--- src/rtl/abs_max_stream.sv ---
// rtl/abs_max_stream.sv - streaming absolute-maximum finder over blocks of packed sign/exp/mant lanes
// Optional index output guarded by ABS_MAX_STREAM_IDX_EN.
module abs_max_stream #(
  parameter int EXP_WIDTH_I  = 5,
  parameter int MANT_WIDTH_I = 2,
  parameter int LANES        = 4,
  parameter int BLOCK_LEN    = 32,
  localparam int BIT_WIDTH_I = 1 + EXP_WIDTH_I + MANT_WIDTH_I,
  localparam int IDX_W       = (BLOCK_LEN > 1) ? $clog2(BLOCK_LEN) : 1
) (
  input  logic                         clk_i,
  input  logic                         rst_ni,
  input  logic                         in_valid_i,
  output logic                         in_ready_o,
  input  logic [LANES*BIT_WIDTH_I-1:0] in_data_i,
  output logic                         out_valid_o,
  input  logic                         out_ready_i,
`ifdef ABS_MAX_STREAM_IDX_EN
  output logic [IDX_W-1:0]             out_idx_o,
`endif
  output logic [BIT_WIDTH_I-1:0]       out_max_o
);

  localparam int BEATS  = BLOCK_LEN / LANES;
  localparam int CNT_W  = (BEATS > 1) ? $clog2(BEATS) : 1;
  localparam int MAG_W  = BIT_WIDTH_I - 1;
  localparam int LANE_W = (LANES > 1) ? $clog2(LANES) : 1;

  // Exponent sits above mantissa, so the unsigned low bits order by magnitude directly.
  function automatic logic [MAG_W-1:0] mag(input logic [BIT_WIDTH_I-1:0] v);
    return v[MAG_W-1:0];
  endfunction

  logic [CNT_W-1:0]       cnt_q, cnt_d;
  logic [BIT_WIDTH_I-1:0] run_max_q, run_max_d;
  logic                   out_valid_q, out_valid_d;
  logic [BIT_WIDTH_I-1:0] out_max_q, out_max_d;
  logic [BIT_WIDTH_I-1:0] beat_max, sel_max;
  logic                   in_fire, last_beat, take_new;
`ifdef ABS_MAX_STREAM_IDX_EN
  logic [IDX_W-1:0]       run_idx_q, run_idx_d;
  logic [IDX_W-1:0]       out_idx_q, out_idx_d;
  logic [IDX_W-1:0]       beat_idx, sel_idx;
  logic [LANE_W-1:0]      beat_lane;
`endif

  assign in_ready_o  = !out_valid_q || out_ready_i;
  assign out_valid_o = out_valid_q;
  assign out_max_o   = out_max_q;
`ifdef ABS_MAX_STREAM_IDX_EN
  assign out_idx_o   = out_idx_q;
`endif

  // Strictly-greater replacement keeps the lowest lane on ties.
  always_comb begin
    beat_max = in_data_i[BIT_WIDTH_I-1:0];
`ifdef ABS_MAX_STREAM_IDX_EN
    beat_lane = '0;
`endif
    for (int k = 1; k < LANES; k++) begin
      if (mag(in_data_i[k*BIT_WIDTH_I +: BIT_WIDTH_I]) > mag(beat_max)) begin
        beat_max = in_data_i[k*BIT_WIDTH_I +: BIT_WIDTH_I];
`ifdef ABS_MAX_STREAM_IDX_EN
        beat_lane = LANE_W'(k);
`endif
      end
    end
  end

  always_comb begin
    in_fire     = in_valid_i && in_ready_o;
    last_beat   = (cnt_q == CNT_W'(BEATS - 1));
    take_new    = (cnt_q == '0) || (mag(beat_max) > mag(run_max_q));
    sel_max     = take_new ? beat_max : run_max_q;
    cnt_d       = cnt_q;
    run_max_d   = run_max_q;
    out_valid_d = out_valid_q;
    out_max_d   = out_max_q;
`ifdef ABS_MAX_STREAM_IDX_EN
    beat_idx  = IDX_W'(int'(cnt_q) * LANES + int'(beat_lane));
    sel_idx   = take_new ? beat_idx : run_idx_q;
    run_idx_d = run_idx_q;
    out_idx_d = out_idx_q;
`endif
    if (out_valid_q && out_ready_i) begin
      out_valid_d = 1'b0;
    end
    if (in_fire) begin
      run_max_d = sel_max;
`ifdef ABS_MAX_STREAM_IDX_EN
      run_idx_d = sel_idx;
`endif
      if (last_beat) begin
        cnt_d       = '0;
        out_valid_d = 1'b1;
        out_max_d   = sel_max;
`ifdef ABS_MAX_STREAM_IDX_EN
        out_idx_d   = sel_idx;
`endif
      end else begin
        cnt_d = cnt_q + CNT_W'(1);
      end
    end
  end

  always_ff @(posedge clk_i or negedge rst_ni) begin
    if (!rst_ni) begin
      cnt_q       <= '0;
      run_max_q   <= '0;
      out_valid_q <= 1'b0;
      out_max_q   <= '0;
`ifdef ABS_MAX_STREAM_IDX_EN
      run_idx_q   <= '0;
      out_idx_q   <= '0;
`endif
    end else begin
      cnt_q       <= cnt_d;
      run_max_q   <= run_max_d;
      out_valid_q <= out_valid_d;
      out_max_q   <= out_max_d;
`ifdef ABS_MAX_STREAM_IDX_EN
      run_idx_q   <= run_idx_d;
      out_idx_q   <= out_idx_d;
`endif
    end
  end

endmodule

--- config.mk ---
export PLATFORM = sky130hd
export DESIGN_NAME = abs_max_stream
export DESIGN_NICKNAME = d
export VERILOG_FILES = /design/src/rtl/abs_max_stream.sv
export SDC_FILE = /design/constraint.sdc
export NUM_CORES = 1
export LEC_CHECK = 0
export ABC_AREA = 1
export CAP_MARGIN = 20
export CORE_UTILIZATION = 55
export CTS_BUF_LIST = sky130_fd_sc_hd__clkbuf_8
export DETAILED_ROUTE_END_ITERATION = 10
export PLACE_DENSITY = 0.83
export SETUP_SLACK_MARGIN = 0.2
export SLEW_MARGIN = 25
export SYNTH_ARGS = -nofsm -noshare
export SYNTH_HDL_FRONTEND = slang
export SYNTH_SLANG_ARGS = --single-unit
--- constraint.sdc ---
create_clock -name clk_i -period 3.15 [get_ports clk_i]
set_clock_uncertainty 0.15 [all_clocks]
set_input_delay 0.7875 -clock clk_i [delete_from_list [all_inputs] [get_ports clk_i]]
set_output_delay 0.7875 -clock clk_i [all_outputs]
set_load 0.01 [all_outputs]
==> results of run 1 <==
-- cells by family after synthesis --
logic type                 Yosys count  share of synthesized area
muxes                                1                    0.00538
DFF                                 20                      0.239
and+or+nand+nor                    165                      0.428
buffers and inverters               43                     0.0783
AOI/OAI and AO/OA                   26                     0.0700
adders and majority gates           30                      0.179
-- metrics by stage --
stage          std cells  setup slack, ps  cell area [sq um]
2_1_floorplan        285            -2200               2300
3_3_place_gp         443            -3000               3300
3_5_place_dp         443            -3230               3300
-- Yosys cell counts, drive strengths merged --
cell type / number / area (sq um)
nor2: 7 / 36.3
buf: 2 / 10.0
nand2: 102 / 455
o211ai: 1 / 7.51
and3: 1 / 6.26
inv: 39 / 146
clkbuf: 1 / 3.75
nand3: 45 / 295
nand3b: 2 / 15.0
a211oi: 1 / 7.51
ha: 30 / 375
and2: 2 / 12.5
a21o: 1 / 7.51
clkinv: 1 / 3.75
o21ai: 12 / 60.1
dfrtp: 20 / 500
nand4: 4 / 61.3
or2: 2 / 12.5
mux2: 1 / 11.3
a21oi: 10 / 53.8
a32o: 1 / 10.0
==> metrics.cfg, run 1 <==
[synth]
avgSynthCellArea_sq_um = 7.34
synth_area_sq_um = 2090
ys.warnings.count = 0
yosys.cell_types.count = 31
syn_nets = 351
yosysSeqAreaShare = 0.239
syn_inst = 285
ys_ff_latch = 20

[placed_design]
port_buffers = 45
dpl.hpwl_mm = 5.25
place_congestion = 0.896

[clock_tree]
root_buffer = clkbuf_8
numCtsBuffers = 3
post-cts-setup-buffer-count = 27
cts_resized = 136
clock-sinks = 20
ctsLongestPathBuffers = 2
htree_levels = 1
ctsHoldBuffers = 0

[run_status]
haltStage = clock tree synthesis
toolErrorMsg = [ERROR DPL-0038] Utilization greater than 100%, impossible to legalize
run_status = stopped before the end

[floorplan]
initial_core_util = 0.571
ios = 46
die_y_um = 63.7
die_x_um = 63.7
rows = 22

==> inputs of run 2 (changes only) <==
- CORE_UTILIZATION: 55 -> 40
- CTS_BUF_LIST: sky130_fd_sc_hd__clkbuf_8 -> default
- PLACE_DENSITY: 0.83 -> default
- PLACE_DENSITY_LB_ADDON: default -> 0.15
- SETUP_SLACK_MARGIN: 0.2 -> default
==> run 2 against run 1 <==
Against the previous run:
- the flow now finishes, with violations (setup timing)
- synthesized cell count unchanged
- synthesized area unchanged
==> metrics.cfg, run 2 <==
[timing]
setup_viol = 16
period_share = 1.80
timing.hold.ws_ps = 336
final_hold_viol_count = 0
worst_slack_ps = -2530
setup_tns_ps = -39560
finalCriticalPeriod_ps = 5680
tightest_slew_ps = 611
rsz0062_at_grt = yes
max_freq_ghz = 0.176
slew_violations = 0
slew_headroom = 0.592

[run_status]
run_status = finished with violations  ; was stopped before the end
violations = setup timing

[synth]
ys_ff_latch = 20  ; unchanged
synth_area_sq_um = 2090  ; unchanged
synth_flop_cell = dfrtp_1  ; unchanged
synth_top_area_frac = 0.239  ; unchanged
yosys-top-cells-count = nand2_1 (88), inv_1 (38), nand3_1 (31), ha_1 (30), dfrtp_1 (20)  ; unchanged
yosysSeqAreaShare = 0.239  ; unchanged
syn_inst = 285  ; unchanged
ys.warnings.count = 0  ; unchanged
synth_area_leaders = dfrtp_1 (24%), ha_1 (18%), nand2_1 (16%)  ; unchanged
synth_edf_count = 0  ; unchanged
avgSynthCellArea_sq_um = 7.34  ; unchanged
async_flop_share = 1.00  ; unchanged
synth_largest_area_cell = dfrtp_1  ; unchanged
syn_nets = 351  ; unchanged
yosys.cell_types.count = 31  ; unchanged
synth_most_common_cell = nand2_1  ; unchanged

[detailed_routing]
drt-pass1-iter-count = 5
routed_wl_mm = 9.21
drtAntennaViolNets = 0
first_iter_violations = 188
routedWlPerCell_um = 18.5
vias_per_cell = 5.43
vias = 2697
drc = 0

[clock_tree]
ctsLongestPathBuffers = 2  ; unchanged
numCtsBuffers = 3  ; unchanged
clkLatencyLatePin_ps = 260
root_buffer = clkbuf_8  ; unchanged
clock-sinks = 20  ; unchanged
htree_levels = 1  ; unchanged
path_clk_slew_ps = 70
cts_tree = built
ctsHoldBuffers = 0  ; unchanged

[final_layout]
fin_nets = 497
drive_above_1_share = 0.602
final_util = 0.866
antenna_cells = 0
design_area_sq_um = 4220
area_growth_pct = 102
final_common_cell = buf_4
final_cell_mix = buf_4 (89), nand2_1 (57), clkdlybuf4s50_1 (31), inv_1 (27), nand3_2 (27)
fillerInstances = 216

[min_path]
hold_start = out_max_o[6]
hold_end = out_max_o[6]
hp-class = flip-flop to flip-flop
whs_path_depth = 2

[worst_setup_path]
critPathMaxStageDelay_ps = 310
r2r-end = out_max_o[4]
worst-path-buf-inv = 5
cp_max_fo = 7
start_kind = input pin
worstPathArrival_ps = 5670
slowest_stage = ha_1
reg2reg_slack_ps = 970
crit_required_ps = 3140
crit_family = simple AND/OR/NAND/NOR gates
r2r-start = run_max_q[2]
rr_worst_depth = 11
end_kind = flip-flop
crit_top_cell = nand2_4
crit_type = input pin to flip-flop

[power_and_ir_drop]
powerDensity_nw_per_um2 = 759
ir_drop_uv = 406
leakagePower_uw = 0.00205

[floorplan]
die_x_um = 74.3  ; was 63.7 um
die_area_sq_um = 5520
initial_core_util = 0.429  ; was 0.571
rows = 25  ; was 22
die_y_um = 74.3  ; was 63.7 um
ios = 46  ; unchanged
core_area_sq_um = 4880

[global_routing]
grt_pass1_vias = 2565
grt_antenna_before_repair = 0
gr-usage-all-layers = 0.271
overflow = 0
grt_max_degree = 21
grt_pass1_wl_mm = 11.5

[placed_design]
placed_area_sq_um = 3360  ; was 3300 sq um
dpl.hpwl_mm = 5.01  ; was 5.25 mm
port_buffers = 45  ; unchanged
place_congestion = 0.803  ; was 0.896

[run]
maxCapViolCount = 0

-- run 2: cell families after synthesis --
| family | share of synthesized area |
|---|---|
| buf+inv | 0.0783 |
| fa+ha+maj | 0.179 |
| simple gates | 0.428 |
| mux | 0.00538 |
| flops | 0.239 |
| compound gates | 0.0700 |
-- run 2: cell type report --
cell class	count	area, sq um	share of cell area
Tap cell	67	83.8	0.0198
Inverter	40	190	0.0450
Clock buffer	4	55.1	0.0130
Timing Repair Buffer	142	1210	0.287
Multi-Input combinational cell	224	2180	0.516
Sequential cell	20	500	0.118
-- run 2: worst max path at each step --
stage                  from           end  cells past startpoint
2_1_floorplan  in_data_i[4]  run_max_q[0]                     37
4_1_cts        in_data_i[3]  out_max_o[0]                     39
3_3_place_gp   in_data_i[4]  run_max_q[6]                     37
3_5_place_dp   in_data_i[4]  run_max_q[6]                     37
5_1_grt        in_data_i[4]  run_max_q[2]                     36
6_report       in_data_i[4]  out_max_o[4]                     38
-- run 2: repair_timing --
item,4_1_cts,5_1_grt
pin swaps,61,59
setup endpoints to repair,16,16
gates cloned,2,0
endpoints found under the hold margin,0,0
gates resized for setup,116,73
buffers inserted,13,12
-- run 2: worst register-to-register path, stage by stage, from the launching register on --
cell	delay, ps
dfrtp_1	390
inv_1	120
ha_4	310
nand2_4	60
o21ai_2	130
nand2_1	80
a32o_2	240
o21ai_4	110
buf_8	200
nand3_4	110
nand3_2	80
nand2_1	80
-- run 2: per-layer routing --
layer | wire length (um) | global-route usage
met1 | 3480 | 0.326
met2 | 4840 | 0.500
met3 | 478 | 0.0447
met4 | 412 | 0.0650
met5 | 0 | 0
-- run 2: stage by stage --
step	cells	worst slack (ps)	power (uW)
final	497	-2530	3210
after global placement	467	-2960	1920
after global routing	497	-3000	3410
after CTS	486	-2150	2580
after detailed placement	467	-3180	1980
after floorplan	285	-2200	1360
-- run 2: power by group --
| group | leakage (uW) | switching (uW) | internal (uW) | total [uW] |
|---|---|---|---|---|
| logic | 0.00177 | 1370 | 1170 | 2550 |
| clock network | 0.0000288 | 88.0 | 111 | 199 |
| registers | 0.000248 | 83.0 | 377 | 460 |
| total | 0.00205 | 1540 | 1660 | 3210 |
(Power assumes the default switching activity.)
